==> config.mk <==
export PLATFORM = sky130hd
export DESIGN_NAME = bscan_tap_ctl
export DESIGN_NICKNAME = d
export VERILOG_FILES = /design/src/rtl/bscan_tap_ctl.sv
export SDC_FILE = /design/constraint.sdc
export NUM_CORES = 1
export LEC_CHECK = 0
export CORE_UTILIZATION = 49
export CTS_CLUSTER_DIAMETER = 120
export DETAILED_ROUTE_END_ITERATION = 8
export PLACE_DENSITY = 0.77
export SETUP_SLACK_MARGIN = 0.5
export SYNTH_ARGS = -nofsm -noshare
export SYNTH_HDL_FRONTEND = slang
export SYNTH_SLANG_ARGS = --single-unit
==> constraint.sdc <==
create_clock -name i_clk -period 1.65 [get_ports i_clk]
set_input_delay 0.495 -clock i_clk [delete_from_list [all_inputs] [get_ports i_clk]]
set_output_delay 0.495 -clock i_clk [all_outputs]
set_load 0.005 [all_outputs]
==> src/rtl/bscan_tap_ctl.sv <==
// bscan_tap_ctl: IEEE 1149.1 TAP controller with IR, bypass register and
// boundary-scan pad control. Everything runs in the i_clk domain. i_tck_en
// marks the cycle that stands for a TCK rising edge.
module bscan_tap_ctl #(
    parameter int              IR_W      = 4,
    parameter logic [IR_W-1:0] OP_EXTEST = IR_W'(4'b0000),
    parameter logic [IR_W-1:0] OP_SAMPLE = IR_W'(4'b0001),
    parameter logic [IR_W-1:0] OP_HIGHZ  = IR_W'(4'b0010)
) (
    input  logic       i_clk,
    input  logic       i_rst,
    input  logic       i_tck_en,
    input  logic       i_tms,
    input  logic       i_tdi,
    input  logic       i_bso,
    output logic       o_tdo,
    output logic       o_bsr_si,
    output logic       o_shift_dr,
    output logic       o_clock_dr,
    output logic       o_update_dr,
    output logic       o_mode_ctl,
    output logic       o_hiz_l,
    output logic [3:0] o_tap_state
);

    typedef enum logic [3:0] {
        ST_TLR      = 4'd0,
        ST_RTI      = 4'd1,
        ST_SEL_DR   = 4'd2,
        ST_CAP_DR   = 4'd3,
        ST_SH_DR    = 4'd4,
        ST_EX1_DR   = 4'd5,
        ST_PAUSE_DR = 4'd6,
        ST_EX2_DR   = 4'd7,
        ST_UPD_DR   = 4'd8,
        ST_SEL_IR   = 4'd9,
        ST_CAP_IR   = 4'd10,
        ST_SH_IR    = 4'd11,
        ST_EX1_IR   = 4'd12,
        ST_PAUSE_IR = 4'd13,
        ST_EX2_IR   = 4'd14,
        ST_UPD_IR   = 4'd15
    } tap_state_t;

    // Standard 1149.1 tms transition table.
    function automatic tap_state_t f_next_state(input tap_state_t st, input logic tms);
        tap_state_t nxt;
        case (st)
            ST_TLR:      nxt = tms ? ST_TLR      : ST_RTI;
            ST_RTI:      nxt = tms ? ST_SEL_DR   : ST_RTI;
            ST_SEL_DR:   nxt = tms ? ST_SEL_IR   : ST_CAP_DR;
            ST_CAP_DR:   nxt = tms ? ST_EX1_DR   : ST_SH_DR;
            ST_SH_DR:    nxt = tms ? ST_EX1_DR   : ST_SH_DR;
            ST_EX1_DR:   nxt = tms ? ST_UPD_DR   : ST_PAUSE_DR;
            ST_PAUSE_DR: nxt = tms ? ST_EX2_DR   : ST_PAUSE_DR;
            ST_EX2_DR:   nxt = tms ? ST_UPD_DR   : ST_SH_DR;
            ST_UPD_DR:   nxt = tms ? ST_SEL_DR   : ST_RTI;
            ST_SEL_IR:   nxt = tms ? ST_TLR      : ST_CAP_IR;
            ST_CAP_IR:   nxt = tms ? ST_EX1_IR   : ST_SH_IR;
            ST_SH_IR:    nxt = tms ? ST_EX1_IR   : ST_SH_IR;
            ST_EX1_IR:   nxt = tms ? ST_UPD_IR   : ST_PAUSE_IR;
            ST_PAUSE_IR: nxt = tms ? ST_EX2_IR   : ST_PAUSE_IR;
            ST_EX2_IR:   nxt = tms ? ST_UPD_IR   : ST_SH_IR;
            ST_UPD_IR:   nxt = tms ? ST_SEL_DR   : ST_RTI;
            default:     nxt = ST_TLR;
        endcase
        return nxt;
    endfunction

    // Opcodes that route the DR path through the pad boundary-scan chain;
    // everything else (HIGHZ and all unknown codes) uses the bypass bit.
    function automatic logic f_is_bsr(input logic [IR_W-1:0] op);
        return (op == OP_EXTEST) || (op == OP_SAMPLE);
    endfunction

    // Opcodes where the pads are driven from the boundary-scan cells.
    function automatic logic f_is_mode(input logic [IR_W-1:0] op);
        return (op == OP_EXTEST) || (op == OP_HIGHZ);
    endfunction

    tap_state_t      r_state;
    logic [IR_W-1:0] r_ir;
    logic [IR_W-1:0] r_ir_shift;
    logic            r_bypass;
    logic            r_tdo;

    logic            w_bsr_sel;
    logic            w_clock_dr;
    logic            w_update_dr;
    logic            w_shift_dr;
    logic            w_mode_ctl;
    logic            w_hiz_l;

    // TAP state, instruction path, bypass bit and tdo all advance on a TCK strobe.
    always_ff @(posedge i_clk) begin
        if (i_rst) begin
            r_state    <= ST_TLR;
            r_ir       <= '1;
            r_ir_shift <= '0;
            r_bypass   <= 1'b0;
            r_tdo      <= 1'b0;
        end else begin
            // Active IR: forced to BYPASS while in TLR, loaded on the UpdIR strobe.
            if (r_state == ST_TLR) begin
                r_ir <= '1;
            end else if (i_tck_en && (r_state == ST_UPD_IR)) begin
                r_ir <= r_ir_shift;
            end else begin
                r_ir <= r_ir;
            end

            if (i_tck_en) begin
                r_state <= f_next_state(r_state, i_tms);

                case (r_state)
                    ST_CAP_IR: r_ir_shift <= IR_W'(2'b01);
                    ST_SH_IR:  r_ir_shift <= {i_tdi, r_ir_shift[IR_W-1:1]};
                    default:   r_ir_shift <= r_ir_shift;
                endcase

                case (r_state)
                    ST_CAP_DR: r_bypass <= 1'b0;
                    ST_SH_DR:  r_bypass <= i_tdi;
                    default:   r_bypass <= r_bypass;
                endcase

                // tdo reflects the bit leaving the selected register on this strobe.
                case (r_state)
                    ST_SH_DR: r_tdo <= w_bsr_sel ? i_bso : r_bypass;
                    ST_SH_IR: r_tdo <= r_ir_shift[0];
                    default:  r_tdo <= 1'b0;
                endcase
            end else begin
                r_state    <= r_state;
                r_ir_shift <= r_ir_shift;
                r_bypass   <= r_bypass;
                r_tdo      <= r_tdo;
            end
        end
    end

    // Pad-cell controls; all forced to their idle values while reset is asserted
    // so a reset arriving mid-scan never leaks a clock or update pulse.
    always_comb begin
        w_bsr_sel   = f_is_bsr(r_ir);
        w_clock_dr  = 1'b0;
        w_update_dr = 1'b0;
        w_shift_dr  = 1'b0;
        w_mode_ctl  = 1'b0;
        w_hiz_l     = 1'b1;
        if (i_rst) begin
            w_clock_dr  = 1'b0;
            w_update_dr = 1'b0;
            w_shift_dr  = 1'b0;
            w_mode_ctl  = 1'b0;
            w_hiz_l     = 1'b1;
        end else begin
            w_clock_dr  = i_tck_en && w_bsr_sel &&
                          ((r_state == ST_CAP_DR) || (r_state == ST_SH_DR));
            w_update_dr = i_tck_en && w_bsr_sel && (r_state == ST_UPD_DR);
            w_shift_dr  = (r_state == ST_SH_DR);
            w_mode_ctl  = f_is_mode(r_ir);
            w_hiz_l     = (r_ir != OP_HIGHZ);
        end
    end

    assign o_tdo       = r_tdo;
    assign o_bsr_si    = i_tdi;
    assign o_shift_dr  = w_shift_dr;
    assign o_clock_dr  = w_clock_dr;
    assign o_update_dr = w_update_dr;
    assign o_mode_ctl  = w_mode_ctl;
    assign o_hiz_l     = w_hiz_l;
    assign o_tap_state = r_state;

endmodule

==> results of run 1 <==
==> Yosys cell counts (all sizes together), types with 2 or more instances <==
| library cell | number |
|---|---|
| nor4 | 4 |
| nand3 | 4 |
| dfxtp | 14 |
| nor3 | 4 |
| a21oi | 8 |
| a211oi | 2 |
| nor2 | 13 |
| nand2 | 11 |
| o22ai | 2 |
| buf | 7 |
| a31oi | 2 |
| a211o | 2 |
| nor2b | 3 |
| a22oi | 2 |
| inv | 4 |
| o21ai | 7 |
| nand2b | 5 |
| clkbuf | 2 |
==> cells by family after synthesis <==
family / count (synthesis)
AND/OR/NAND/NOR: 50
flip-flops: 14
buffers and inverters: 13
AO/OA/AOI/OAI: 30
multiplexers: 2
==> stage by stage <==
| stage | setup TNS [ns] | util | area (sq um) | hold slack, ns |
|---|---|---|---|---|
| 3_5_place_dp | -5.801 | 0.7299 | 1112 | 0.4810 |
| 3_3_place_gp | -5.220 | 0.7299 | 1112 | 0.4698 |
| 2_1_floorplan | -0.006799 | - | 855.8 | 0.4454 |
| 4_1_cts | -1.050 | 0.9302 | 1418 | 0.5038 |
==> timing repair <==
item	CTS
endpoints found under the hold margin	0
setup buffers	17
gates cloned	0
setup endpoints to repair	25
gates resized for setup	98
pin swaps	20
==> flow_summary.ini, run 1 <==
[outcome]
outcome = aborted with a tool error
haltStage = 5_1_grt
firstError = [ERROR DPL-0038] Utilization greater than 100%, impossible to legalize

[synth]
synth_xor_xnor_area_share = 0
synth_ff_type = dfxtp_1
synth_edf_count = 0
ys_ff_latch = 14
synthMuxAreaShare = 0.02623
syn_nets = 115
netlist_instances = 109
synth_fa_ha_area_frac = 0
synth_cell_types = 33
netlist_area_sq_um = 810.8
synth-simple-area-share = 0.3102
yosysWarningCount = 0
yosys.area.top_type_share = 0.3457
ys_seq_area_frac = 0.3457
yosys.area.top_type = dfxtp_1
synth_area_leaders = dfxtp_1 35%, nor2_1 6.0%, nand2_1 5.1%, a21oi_1 4.9%, o21ai_0 4.3%
async_flop_share = 0
synth_compound_area_frac = 0.2330
avgSynthCellArea_sq_um = 7.438
synth_top_family_by_area = simple AND/OR/NAND/NOR gates

[die]
die_h_um = 42.68
num_rows = 14
io_pins = 17
start_util = 0.5320
fp.dieW_um = 42.68

[place]
portBuffers = 16
dpl.cell_count = 152
post-place-ws_ns = -0.8891
hpwl_um = 1499
gp_congestion = 0.8395

[sta]
grt-worst-endpoint = o_clock_dr
worstEpCategory = output port

[clocking]
htreeDepth = 1
cts_buffers = 3
clkSinkCount = 14
ctsRootBufferMaster = clkbuf_4
cts_buffer_depth = 2
ctsHoldBuffers = 0

[global_route]
grt_max_degree = 14
==> run 2: changes to the inputs <==
==> config.mk (replaced) <==
export PLATFORM = sky130hd
export DESIGN_NAME = bscan_tap_ctl
export DESIGN_NICKNAME = d
export VERILOG_FILES = /design/src/rtl/bscan_tap_ctl.sv
export SDC_FILE = /design/constraint.sdc
export NUM_CORES = 1
export LEC_CHECK = 0
export CORE_AREA = 2 2 63 65
export DETAILED_ROUTE_END_ITERATION = 8
export DIE_AREA = 0 0 65 67
export PLACE_DENSITY_LB_ADDON = 0.15
export SYNTH_ARGS = -nofsm -noshare
export SYNTH_HDL_FRONTEND = slang
export SYNTH_SLANG_ARGS = --single-unit
==> run 2 against run 1 <==
The flow now finishes, with violations (negative setup slack). Synthesized area unchanged. Synthesized cell count unchanged.
==> flow_summary.ini, run 2 <==
[critical_path]
endpoint_kind = output pin
crit_required_ns = 1.15
worst_setup_path_start_kind = input pin
worstReg2RegStart = o_tap_state[2]
worstSetupPathType = in2out
path_max_fanout = 2
rr_endpoint = r_bypass
rr_worst_depth = 6
crit_arrival_ns = 1.48
r2r_setup_slack_ns = 0.08

[synth]
yosys.area.top_type_share = 0.3457
netlist_instances = 109
yosys.area.top_type = dfxtp_1
yosysMostFrequentCell = dfxtp_1
synth_area_leaders = dfxtp_1 35%, nor2_1 6.0%, nand2_1 5.1%, a21oi_1 4.9%, o21ai_0 4.3%
ys_top_cells_by_count = 14 x dfxtp_1, 13 x nor2_1, 11 x nand2_1
synth_cell_types = 33
yosysWarningCount = 0
netlist_area_sq_um = 810.8
async_flop_share = 0
ys_seq_area_frac = 0.3457
synth_ff_type = dfxtp_1
avgSynthCellArea_sq_um = 7.438
syn_nets = 115
synth_edf_count = 0
ys_ff_latch = 14

[sta]
timing.final.crit_period_ns = 1.971
setup_violations = 5
hold_viol = 0
rsz0062_at_grt = true
fmax_ghz = 0.5072
worst_slack_ns = -0.3215
tightest_slew_ns = 0.3505
maxSlewViolCount = 0
fin_crit_sh = 1.195
relSlewSlack = 0.7657
fin_worst_skew_ns = 0.003645

[place]
placement.cell_area_sq_um = 1179
gp_congestion = 0.7828
portBuffers = 16
hpwl_um = 1793

[global_route]
track_usage = 0.1253
grt_pass1_vias = 936
grt_overflow = 0
grt_max_degree = 13
antenna_found_initial = 0
grt_pass1_wl_um = 4140

[finish]
nFillCells = 369
nets = 167
num_antenna_cells = 0
drive_gt1_frac = 0.3875
multi_input_area_sq_um = 516.7
seqCellArea_sq_um = 286.5
design_area_sq_um = 1418
final_cell_mix = 31 x buf_4, 12 x nor2_1, 11 x nand2_1, 11 x buf_6, 11 x dfxtp_1
mostFrequentLayoutCell = buf_4
layout-area-overhead-vs-synth_pct = 74.85

[detailed_routing]
num_vias = 971
drtPass1Iterations = 5
drt-total-wl_um = 2500
routedWlPerCell_um = 12.02
drc = 0
ant_nets = 0
drtIter0Drc = 56
via_per_inst = 4.668

[pwr]
power_w = 0.0008378
power.leakage_nw = 0.6244
power.density_nw_per_um2 = 591.0
ir_drop_mv = 0.3342

[clocking]
ctsRootBufferMaster = clkbuf_8
cts_buffer_depth = 2
cts_tree = yes
htreeDepth = 1
cts_buffers = 3
ctsHoldBuffers = 0
clkSinkCount = 14
clk_pin_slew_ns = 0.06
clk_latency_ns = 0.25

[hold_path]
hold_end = o_tdo
hp-class = reg2reg
holdCritStartpoint = o_tdo
hold_depth = 2

[job]
drv_cap = 0

[die]
dieArea_sq_um = 4355
core-area_sq_um = 3606
fp.dieW_um = 65
io_pins = 17
num_rows = 22
die_h_um = 67
start_util = 0.2248

[outcome]
violations = negative setup slack
outcome = finished, violations left
==> run 2: cell counts after synthesis <==
No cell type changed its count.
==> run 2: what timing repair did <==
action | in CTS | in global routing
buffers inserted | 8 | 6
pin swaps | 7 | 4
endpoints found under the setup margin | 11 | 12
resized for setup | 47 | 12
==> run 2: how the worst max path moves through the flow <==
stage	start	to	slack, ns	depth (start not counted)
after floorplan	o_tap_state[0]	o_clock_dr	-0.01	4
after global placement	i_rst	o_update_dr	-0.96	4
after detailed placement	i_rst	o_update_dr	-0.92	4
after CTS	o_tap_state[2]	o_clock_dr	-0.35	4
after global routing	o_tap_state[2]	o_clock_dr	-0.41	6
final	i_rst	o_clock_dr	-0.32	5
==> run 2: worst max-delay path, cell delays in order <==
cell	delay, ns
buf_6	0.09
or4_4	0.53
buf_4	0.16
nor2_2	0.08
buf_2	0.11
==> run 2: where the power goes <==
group	total (W)	internal (W)	switching, W
Sequential	0.000347	0.000343	0.00000469
Combinational	0.000149	0.0000808	0.0000686
Clock	0.000341	0.000212	0.000130
Total	0.000838	0.000635	0.000203
==> run 2: stage by stage <==
stage	cells	hold slack [ns]	TNS, ns	utilization	worst slack [ns]
2_1_floorplan	109	0.4499	-0.01275	-	-0.01275
3_3_place_gp	190	0.4746	-6.527	0.3269	-0.9636
3_5_place_dp	190	0.4842	-6.564	0.3269	-0.9229
4_1_cts	202	0.4920	-1.431	0.3699	-0.3540
5_1_grt	208	0.5140	-1.107	0.3931	-0.4111
6_report	208	0.4947	-0.7944	0.3931	-0.3215
==> run 2: metal layers <==
layer  up-vias  GRT usage  wire, um
met3         4    0.02365        78
met5         -          0         0
li1        496          -         -
met4         0    0.05585        35
met1       452     0.1481      1159
met2        19     0.2191      1226
==> run 2: kinds of logic (layout without fill, tap and decap cells) <==
kind of cell           count (synthesis)  count (layout)  share of synthesized area
buffers and inverters                 13              64                    0.08487
AO/OA/AOI/OAI                         30              30                     0.2330
flip-flops                            14              14                     0.3457
multiplexers                           2               2                    0.02623
AND/OR/NAND/NOR                       50              50                     0.3102
==> run 2: cell type report <==
type                    count  area share
multi-input cells          82      0.3645
inverters                   4     0.01059
repair buffers             56      0.3416
well taps                  48     0.04237
flip-flops and latches     14      0.2021
clock buffers               4     0.03883
Note: power is estimated with default switching activity, not from simulation.
==> run 3: changes to the inputs <==
==> constraint.sdc (replaced) <==
create_clock -name i_clk -period 2.5 [get_ports i_clk]
set_input_delay 0.75 -clock i_clk [delete_from_list [all_inputs] [get_ports i_clk]]
set_output_delay 0.75 -clock i_clk [all_outputs]
set_load 0.005 [all_outputs]
==> run 3 against run 2 <==
The flow now finishes without violations. Combinational power decreased by 46%. Cell area decreased by 12%. Non-clock buffer count decreased by 20. Via count decreased by 5.8%. Global-route usage decreased by 1.1 points. Sequential power decreased by 34%. Hold slack got worse by 0.0076 ns. Total power decreased by 37%. Critical path depth decreased by 3. Die area unchanged. Sequential share of layout area increased by 2.5 points. Utilization decreased by 4.9 points.
==> flow_summary.ini, run 3 (synthesized netlist as in run 2, its figures left out) <==
[outcome]
outcome = complete, no violations

[global_route]
grt_overflow = 0
grt_pass1_vias = 817
grt_max_degree = 15
track_usage = 0.1147
antenna_found_initial = 0
grt_pass1_wl_um = 3905

[critical_path]
cp_cell_sequence = clkdlybuf4s50_1, clkdlybuf4s50_1
timing.critical_path.buf_inv = 2
crit_required_ns = 1.75
crit_family = buffers and inverters
worst_path_max_delay_cell = clkdlybuf4s50_1
slowest_delay_ns = 0.51
worstSetupPathType = in2out
endpoint_kind = output pin
critical_path.most_common_cell = clkdlybuf4s50_1
worst_setup_path_start_kind = input pin
path_max_fanout = 2
crit_arrival_ns = 1.73

[die]
fp.dieW_um = 65
dieArea_sq_um = 4355
core-area_sq_um = 3606
start_util = 0.2248
num_rows = 22
io_pins = 17
die_h_um = 67

[clocking]
clkSinkCount = 14
clk_pin_slew_ns = 0.06
htreeDepth = 1
clk_latency_ns = 0.25
ctsRootBufferMaster = clkbuf_8
cts_buffer_depth = 2
ctsHoldBuffers = 0
cts_tree = yes
cts_buffers = 3

[detailed_routing]
drc = 0
drtIter0Drc = 72
drt-total-wl_um = 2320
via_per_inst = 4.867
num_vias = 915
routedWlPerCell_um = 12.34
drtPass1Iterations = 4
ant_nets = 0

[sta]
timing.final.crit_period_ns = 2.478
rsz0062_at_grt = false
fin_crit_sh = 0.9912
maxSlewViolCount = 0
fin_worst_skew_ns = 0.001840
setup_violations = 0
fmax_ghz = 0.4035
relSlewSlack = 0.7757
tightest_slew_ns = 0.3280
hold_viol = 0

[pwr]
ir_drop_mv = 0.1618
power_w = 0.0005312
power.density_nw_per_um2 = 427.9
power.leakage_nw = 0.4485

[place]
dpl.cell_count = 183
portBuffers = 16
hpwl_um = 1727
gp_congestion = 0.8174

[finish]
finalNonFillerCells = 188
layout-area-overhead-vs-synth_pct = 53.09
nets = 147
num_antenna_cells = 0
drive_gt1_frac = 0.2571
mostFrequentLayoutCell = buf_4
final_cell_mix = 18 x buf_4, 13 x dfxtp_1, 12 x nor2_1

[hold_path]
hp-class = reg2reg

[job]
drv_cap = 0
-- run 3: cell types whose count changed in the layout (fill, tap and decap cells not counted), sizes merged --
| cell | previous run | this run |
|---|---|---|
| clkdlybuf4s50 | 2 | 10 |
| clkdlybuf4s15 | 1 | 0 |
| dlygate4sd2 | 3 | 2 |
| buf | 46 | 23 |
| dlymetal6s2s | 4 | 1 |
-- run 3: final timing paths --
| kind | start | to | slack, ns | cells after the start |
|---|---|---|---|---|
| setup / recovery | i_tdi | o_bsr_si | 0.02 | 2 |
| hold / removal | r_ir_shift[2] | r_ir[2] | 0.49 | 2 |
| setup reg to reg | o_tap_state[0] | o_tdo | 0.92 | 6 |
| hold reg to reg | r_ir_shift[2] | r_ir[2] | 0.49 | 2 |
-- run 3: routing by layer --
| layer | part of all wire | global-route usage | up-vias |
|---|---|---|---|
| met5 | 0 | 0 | - |
| met4 | 0.0082 | 0.04255 | 0 |
| met3 | 0.060 | 0.02872 | 2 |
| met2 | 0.45 | 0.1727 | 24 |
| met1 | 0.48 | 0.1567 | 436 |
| li1 | - | - | 453 |
-- run 3: area by class of cell --
type	instances	area [sq um]
Fill cell	381	2365
Multi-Input combinational cell	82	520.5
Timing Repair Buffer	36	309.0
Sequential cell	14	281.5
Tap cell	48	60.06
Clock buffer	4	55.05
Inverter	4	15.01
-- run 3: repair_timing --
action | in CTS | in global routing
setup buffers | 0 | 1
pin swaps | 3 | 1
gates resized for setup | 24 | 5
setup endpoints to repair | 5 | 3
-- run 3: per-stage QoR --
| step | instance area (sq um) | utilization | TNS, ns | hold slack [ns] | setup slack [ns] |
|---|---|---|---|---|---|
| 6_report | 1241 | 0.3442 | 0 | 0.4871 | 0.02192 |
| 5_1_grt | 1241 | 0.3442 | 0 | 0.5222 | 0.002504 |
| 4_1_cts | 1212 | 0.3362 | 0 | 0.4878 | 0.01659 |
| 3_5_place_dp | 1120 | 0.3105 | -2.617 | 0.4784 | -0.7581 |
| 3_3_place_gp | 1120 | 0.3105 | -2.538 | 0.4791 | -0.7791 |
| 2_1_floorplan | 810.8 | - | 0 | 0.4499 | 0.2657 |
-- run 3: report_power, final --
| group | total [W] | switching, W | leakage (nW) | internal, W |
|---|---|---|---|---|
| registers | 0.000229 | 0.00000267 | 0.114 | 0.000227 |
| clock network | 0.000221 | 0.0000813 | 0.0288 | 0.000140 |
| logic | 0.0000811 | 0.0000417 | 0.306 | 0.0000394 |
| total | 0.000531 | 0.000126 | 0.448 | 0.000405 |
